`src/rtl/pending_encoder_pkg.sv`:
```
// Shared definitions for the pending-request encoder and its downstream priority decoder.
package pending_encoder_pkg;

    localparam int unsigned MAX_WIDTH = 64;

    typedef enum logic {
        ST_IDLE  = 1'b0,
        ST_FLUSH = 1'b1
    } state_t;

    // Lowest-index-first priority rule; must match the downstream decoder.
    function automatic int unsigned lowest_set_idx(input logic [MAX_WIDTH-1:0] vec);
        int unsigned idx;
        idx = 0;
        for (int i = MAX_WIDTH - 1; i >= 0; i--) begin
            if (vec[i]) idx = unsigned'(i);
        end
        return idx;
    endfunction

endpackage

```
`src/rtl/pending_encoder_onehot_enc.sv`:
```
// Binary index to one-hot encoder; in_range_c is low when idx has no line.
module onehot_enc #(
    parameter int unsigned WIDTH = 8,
    parameter int unsigned IDXW  = $clog2(WIDTH)
) (
    input  logic [IDXW-1:0]  idx,
    output logic [WIDTH-1:0] onehot_c,
    output logic             in_range_c
);

    localparam int unsigned FULLW = 1 << IDXW;

    // Out-of-range indices shift the bit past WIDTH, leaving an all-zero vector.
    assign onehot_c   = WIDTH'(FULLW'(1) << idx);
    assign in_range_c = |onehot_c;

endmodule

```
`src/rtl/pending_encoder.sv`:
```
// Pending-request vector: one-hot sets/clears in IDLE, lowest-first drain in FLUSH.
module pending_encoder
    import pending_encoder_pkg::*;
#(
    parameter int unsigned WIDTH = 8,
    parameter int unsigned IDXW  = $clog2(WIDTH),
    parameter int unsigned CNTW  = $clog2(WIDTH + 1)
) (
    input  logic             clk,
    input  logic             rst_n,
    input  logic             set_valid,
    input  logic [IDXW-1:0]  set_idx,
    output logic             set_ready,
    input  logic             clr_valid,
    input  logic [IDXW-1:0]  clr_idx,
    input  logic             flush,
    output logic             drain_valid,
    output logic [IDXW-1:0]  drain_idx,
    output logic [WIDTH-1:0] pending,
    output logic [WIDTH-1:0] last_onehot,
    output logic [CNTW-1:0]  count,
    output logic             empty,
    output logic             full,
    output logic             dup_err,
    output logic             range_err,
    input  logic             err_clr
);

    state_t           state_q, state_d;
    logic [WIDTH-1:0] set_oh_c, clr_oh_c, set_hit_c, clr_hit_c, drain_oh_c;
    logic             set_in_c, clr_in_c;
    logic [WIDTH-1:0] pending_d, last_d;
    logic [CNTW-1:0]  count_d;
    logic             newly_c, cleared_c, dup_ev_c, rng_ev_c, dup_d, rng_d;

    onehot_enc #(.WIDTH(WIDTH), .IDXW(IDXW)) u_set_enc (
        .idx        (set_idx),
        .onehot_c   (set_oh_c),
        .in_range_c (set_in_c)
    );

    onehot_enc #(.WIDTH(WIDTH), .IDXW(IDXW)) u_clr_enc (
        .idx        (clr_idx),
        .onehot_c   (clr_oh_c),
        .in_range_c (clr_in_c)
    );

    // Isolate the lowest pending bit; same rule as lowest_set_idx.
    assign drain_oh_c  = pending & (~pending + WIDTH'(1));
    assign set_ready   = (state_q == ST_IDLE);
    assign drain_valid = (state_q == ST_FLUSH);
    assign drain_idx   = drain_valid ? IDXW'(lowest_set_idx(MAX_WIDTH'(pending))) : '0;

    // Next-state and next register values.
    always_comb begin
        state_d   = state_q;
        pending_d = pending;
        last_d    = last_onehot;
        count_d   = count;
        set_hit_c = '0;
        clr_hit_c = '0;
        newly_c   = 1'b0;
        cleared_c = 1'b0;
        dup_ev_c  = 1'b0;
        rng_ev_c  = 1'b0;
        case (state_q)
            ST_IDLE: begin
                if (set_valid && set_in_c) set_hit_c = set_oh_c;
                if (clr_valid && clr_in_c) clr_hit_c = clr_oh_c;
                newly_c   = |(set_hit_c & ~pending);
                cleared_c = |(clr_hit_c & pending & ~set_hit_c);
                dup_ev_c  = |(set_hit_c & pending);
                rng_ev_c  = (set_valid && !set_in_c) || (clr_valid && !clr_in_c);
                pending_d = (pending & ~clr_hit_c) | set_hit_c;
                if (|set_hit_c) last_d = set_hit_c;
                count_d   = count + CNTW'(newly_c) - CNTW'(cleared_c);
                if (flush && !empty) state_d = ST_FLUSH;
            end
            ST_FLUSH: begin
                pending_d = pending & ~drain_oh_c;
                count_d   = count - CNTW'(1);
                if (count == CNTW'(1)) state_d = ST_IDLE;
            end
            default: state_d = ST_IDLE;
        endcase
        // An error event in the same cycle as err_clr keeps the flag set.
        dup_d = dup_ev_c | (dup_err & ~err_clr);
        rng_d = rng_ev_c | (range_err & ~err_clr);
    end

    always_ff @(posedge clk or negedge rst_n) begin
        if (!rst_n) begin
            state_q     <= ST_IDLE;
            pending     <= '0;
            last_onehot <= '0;
            count       <= '0;
            empty       <= 1'b1;
            full        <= 1'b0;
            dup_err     <= 1'b0;
            range_err   <= 1'b0;
        end else begin
            state_q     <= state_d;
            pending     <= pending_d;
            last_onehot <= last_d;
            count       <= count_d;
            empty       <= (count_d == '0);
            full        <= (count_d == CNTW'(WIDTH));
            dup_err     <= dup_d;
            range_err   <= rng_d;
        end
    end

endmodule

```
`config.mk`:
```
export PLATFORM = sky130hd
export DESIGN_NAME = pending_encoder
export DESIGN_NICKNAME = d
export VERILOG_FILES = /design/src/rtl/pending_encoder_pkg.sv /design/src/rtl/pending_encoder_onehot_enc.sv /design/src/rtl/pending_encoder.sv
export SDC_FILE = /design/constraint.sdc
export NUM_CORES = 1
export LEC_CHECK = 0
export ABC_AREA = 1
export ABC_CLOCK_PERIOD_IN_PS = 6120
export CORE_UTILIZATION = 48
export CTS_CLUSTER_DIAMETER = 150
export DETAILED_ROUTE_END_ITERATION = 8
export PLACE_DENSITY = 0.74
export SLEW_MARGIN = 40
export SYNTH_ARGS = -nofsm -noshare
export SYNTH_HDL_FRONTEND = slang
export SYNTH_SLANG_ARGS = --single-unit
```
`constraint.sdc`:
```
create_clock -name clk -period 6.12 [get_ports clk]
set_input_delay 0.612 -clock clk [delete_from_list [all_inputs] [get_ports clk]]
set_output_delay 0.612 -clock clk [all_outputs]
set_load 0.01 [all_outputs]
```
[After elaboration in Yosys (flattened, before gate mapping)]
Index checks and enable logic that the tools add are counted.
W data, S select, Z words.
Word-level totals
  flip-flop bits (word level): 25
  latch bits: 0
  memory bits (writable): 0
  ROM bits: 0
  output and inout port bits: 29
  memories: 0
Operators by class
  $add $sub $neg: 4
  $mul: 0
  div/mod/pow operators: 0
  magnitude comparators: 0
  equality and inequality tests: 2
  shift-type cells: 2
  mux-type cells: 20
  bitwise gates (word level): 18
  reductions and logical operators: 17
Operators by type and width (count)
  $and A8 B8 Y8: 7
  $reduce_or A8 Y1: 6
  $mux W8: 4
  $not A8 Y8: 4
  $mux W3: 9
  $pmux W8 S2: 1
  $shl A1 B3 Y8 const A: 2
  $add A8 B1 Y8 const B: 1
  $or A8 B8 Y8: 1
  $pmux W4 S2: 1
  $logic_and A1 B1 Y1: 5
  $add A4 B1 Y4: 1
  $eq A4 B1 Y1 const B: 1
  $eq A4 B4 Y1 const B: 1
  $logic_not A4 Y1: 1
  $mux W1: 4
  $sub A4 B1 Y4: 1
  $sub A4 B1 Y4 const B: 1
  $logic_not A1 Y1: 3
  $and A1 B1 Y1: 2
  $not A1 Y1: 2
  $or A1 B1 Y1: 2
  $pmux W1 S2: 1
  $reduce_and A2 Y1: 1
  $logic_or A1 B1 Y1: 1

[Longest topological paths before layout]
  depth after elaboration: 11
  gate-level depth with buffers: 18

[Cells and area by module]
From an unflattened synthesis, not the netlist that was laid out.
Second synthesis, totals
  cell total of the unflattened synthesis: 281
  area, all modules: 1895.6 sq um
By module, submodules not included
  pending_encoder: instances 1, cells each 247, area an instance 1760.4 sq um, seq. area each 626.9 sq um
  onehot_enc: instances 2, cells each 17, area an instance 67.6 sq um, seq. area each 0.0 sq um

[Least setup slack after synthesis]
Ideal clock, no wire load.
  path type: in2reg
  start: in set_idx[1]
  end: reg full
  arrival time: 2.533 ns
  data required time: 6.001 ns
  path slack: 3.468 ns
  cell stages on the path: 18
  buffers on the path: 0
  cell sequence: nor2_2 -> inv_2 -> nor2_2 -> nand2_1 -> o21ai_1 -> nor2_1 -> nand2_1 -> inv_1 -> ha_1 -> inv_1 -> ha_1 -> fa_1 -> nand2_1 -> o21ai_1 -> nor2_2 -> inv_1 -> nor2_1 -> and2_1
On the way
  longest elaborated chain between the ends: 11
  elaborated cells between the ends (all ways): 14
  those cells by class: 2 x add/sub; 1 x eq/ne; 1 x shift; 3 x mux; 3 x bitwise; 4 x reduce/logical
Ends and longest elaborated chain
  start, declared: line pending_encoder.sv:12  | input logic [IDXW-1:0] set_idx,
  $shl A1 B3 Y8 (*): line pending_encoder_onehot_enc.sv:14  | assign onehot_c = WIDTH'(FULLW'(1) << idx);
  $reduce_or A8 Y1: line pending_encoder_onehot_enc.sv:15  | assign in_range_c = |onehot_c;
  $logic_and A1 B1 Y1: line pending_encoder.sv:68  | if (set_valid && set_in_c) set_hit_c = set_oh_c;
  $mux W8 (*): line pending_encoder.sv:68
  $mux W8 (*): line pending_encoder.sv:66  | case (state_q)
  $and A8 B8 Y8 / $not A8 Y8 (equally long branches): line pending_encoder.sv:70, pending_encoder.sv:71
  $reduce_or A8 Y1 / $and A8 B8 Y8 (equally long branches): line pending_encoder.sv:70, pending_encoder.sv:71
  $add A4 B1 Y4 / $reduce_or A8 Y1 (equally long branches): line pending_encoder.sv:76, pending_encoder.sv:71
  $sub A4 B1 Y4 (*): line pending_encoder.sv:76  | count_d = count + CNTW'(newly_c) - CNTW'(cleared_c);
  $pmux W4 S2 (*): line pending_encoder.sv:66
  net count_d[1]: line pending_encoder.sv:33  | logic [CNTW-1:0] count_d;
  $eq A4 B4 Y1 (*): line pending_encoder.sv:107  | full <= (count_d == CNTW'(WIDTH));
  end signal, assigned: line pending_encoder.sv:107
  end, declared: line pending_encoder.sv:23  | output logic full,
Mark *: on every way through the listed nets, which the timed path passes. The rest lies on a longest branch. The select of a mux whose other input is x is not followed.
A chain may end at the register's enable or synchronous reset.

[Worst setup path in the final report]
Ends and elaborated chain as after synthesis.

==> metrics.cfg <==
[logic_synthesis]
synthCells=240
synth_area_leaders=dfrtp_1 (36%), nand2_1 (15%), ha_1 (6.7%)
synth_area_um2=1690
syn_nets=262
synth_top_area_share_pct=35.6
yosys.area.top_type=dfrtp_1
synth_cell_types=25
ys.warnings.count=0
ys_seq_area_share_pct=37.1
ys_ff_latch=25
syn_avg_cell_area_um2=7.03

[drt]
vias=1659
drc=0
ant_nets=0
first_pass_iters=4
drt_wl_total_um=4120
post_drt_wl_per_cell_um=12.6
drtIter0Drc=120
viasPerCell=5.09

[grt]
grt_usage_pct=23.9
grt_pass1_wl_um=6460
grt_pass1_vias=1438
grt_overflow=0
antenna_found_initial=0
grt_start_max_net_pins=26

[layout]
finalCoreUtilization_pct=63.5
synthToLayoutAreaGrowth_pct=26.5
final_cells=326
drive_gt1_share_pct=9.29
insertedDiodeCount=0
nNetsFinal=303

[critical_path]
cp_max_fo=5
rr_startpoint=pending[2]
crit_required_ps=6360
critical_path_class=in2reg
r2r_cells=16
critPathLaunch=set_idx[1]
cp_slowest_cell=clkdlybuf4s50_1
max_stage_delay_ps=520
critPathLaunchType=primary input
arrival_ps=3380
cp-endpoint=full
r2r-end=full
crit_chain=clkdlybuf4s50_1, nor2_2, inv_2, nor2_2, nand2_1, o21ai_1, nor2_1, nand2_1, inv_1, ha_1, inv_1, ha_1, fa_1, nand2_1, o21ai_1, nor2_2, inv_1, nor2_1, and2_1
endpoint_kind=register
regToRegSetupSlack_ps=3650

[power]
peakVddDrop_v=0.000298
clkPwrFrac_pct=10.9
leakagePower_nw=1.04
switching_share_pct=41.8
pwr-share-seq_pct=36.4
p_sw_w=0.000298
p_comb_share_pct=52.7
p_int_w=0.000414
pwr_density_cell_nw_per_um2=333

[job]
maxCapViolations=0

[sta]
setup_viol=0
fin_skew_ps=4.26
tns_ps=0
finalCritPeriodShare_pct=51.2
finalHoldViolCount=0
period_needed_ps=3140
worstMarginPinSlew_ps=687
grt_setup_unrepaired=false
drv_slew=0
max_slew_margin_pct=54.2
fmax_mhz=319

[place]
dp_hpwl_um=3180
dp_cells=322
port_buffers=40
gp_congestion=0.923

[die]
die_area_um2=3760
die_h_um=61.3
core.rowCount=21
start_util_pct=50.2
core_area_um2=3360
num_io_pins=41
die_w_um=61.3

[clocking]
cts_made_buffers=3
ctsLongestPathBuffers=2
cts_tree=built
cts_setup_buffers=0
ctsResizeCount=0
postCtsHoldBufs=0
cts_sinks=25
cts_max_level=1
worstSkewPairLatency_ps=340
root_buffer=clkbuf_4
clk_pin_slew_ps=140

[min_path]
hold_path_class=in2async

[status]
status=completed

## stage by stage
stage	instance area [um2]	hold WS [ps]	power [W]	setup WS (ps)
after floorplan	1690	316	0.000487	3470
after global placement	2110	472	0.000629	2650
after detailed placement	2110	471	0.000635	2620
after CTS	2140	252	0.000714	2970
after global routing	2140	278	0.000774	2780
final	2140	239	0.000712	2980
## registers in the layout, indices dropped and copies added, names as in the netlist
name,flops
last_onehot,8
pending,8
count,4
drain_valid,1
dup_err,1
empty,1
full,1
range_err,1
## metal layers
| metal | vias up | GRT usage (%) | share of wire [%] |
|---|---|---|---|
| met1 | 749 | 36.0 | 50 |
| met2 | 62 | 33.4 | 42 |
| met4 | 0 | 9.74 | 1.8 |
| met3 | 9 | 4.62 | 6.1 |
| met5 | - | 0 | 0 |
| li1 | 839 | - | - |
## layout by cell type (no fill, tap or decap), types with 2 or more instances in the layout
cell,Yosys,final
a21oi_1,5,5
a31oi_1,2,2
and2_1,2,2
clkbuf_4,0,3
clkdlybuf4s50_1,0,39
dfrtp_1,24,24
ha_1,9,9
inv_1,26,26
inv_2,7,7
nand2_1,69,69
nand2_2,4,4
nand3_1,17,17
nand3b_1,2,2
nor2_1,26,26
nor2_2,7,7
o211ai_1,2,2
o21ai_0,19,19
o21ai_1,7,7
xnor2_1,2,2
## area by class of cell
cell class / count / area, um2
inverters: 33 / 124
well taps: 46 / 57.6
clock inverters: 1 / 5.00
flip-flops and latches: 25 / 627
clock buffers: 3 / 22.5
multi-input cells: 178 / 905
repair buffers: 40 / 395
fillers: 319 / 1230
## cells by family (layout without fill, tap and decap cells)
logic type	after synthesis	after routing	synth area share, %
buf+inv	37	77	9.27
compound gates	37	37	11.8
fa+ha+maj	10	10	7.86
xor+xnor	2	2	1.04
simple gates	129	129	32.9
flops	25	25	37.1
## power groups by stage
stage / Sequential (W) / Combinational [W] / Clock [W]
2_1_floorplan: 0.000265 / 0.000221 / 0
3_3_place_gp: 0.000262 / 0.000367 / 0
3_5_place_dp: 0.000261 / 0.000374 / 0
4_1_cts: 0.000259 / 0.000377 / 0.0000782
5_1_grt: 0.000266 / 0.000424 / 0.0000834
6_report: 0.000259 / 0.000375 / 0.0000773
## Yosys cell counts (all sizes together)
library cell	instances
o211ai	2
dfstp	1
nor2	34
inv	33
xnor2	2
dfrtp	24
fa	1
a21oi	5
ha	9
and2	2
o31ai	1
nand3	17
a31oi	2
o21ai	27
buf	4
nand2	73
or2	1
nand3b	2
## worst max-delay path, delay by kind of cell
family / cells / cell delay, ps
buffers and inverters: 5 / 700
AO/OA/AOI/OAI: 2 / 210
adder cells (fa/ha/maj): 3 / 940
AND/OR/NAND/NOR: 9 / 900
## worst min-delay path by stage
stage / slack [ps] / to / cells past startpoint
final: 240 / pending[0] / 1
after global routing: 280 / pending[0] / 1
after CTS: 250 / pending[0] / 1
after detailed placement: 470 / dup_err / 2
after global placement: 470 / dup_err / 2
after floorplan: 320 / count[0] / 0
Note: power is estimated with default switching activity, not from simulation.
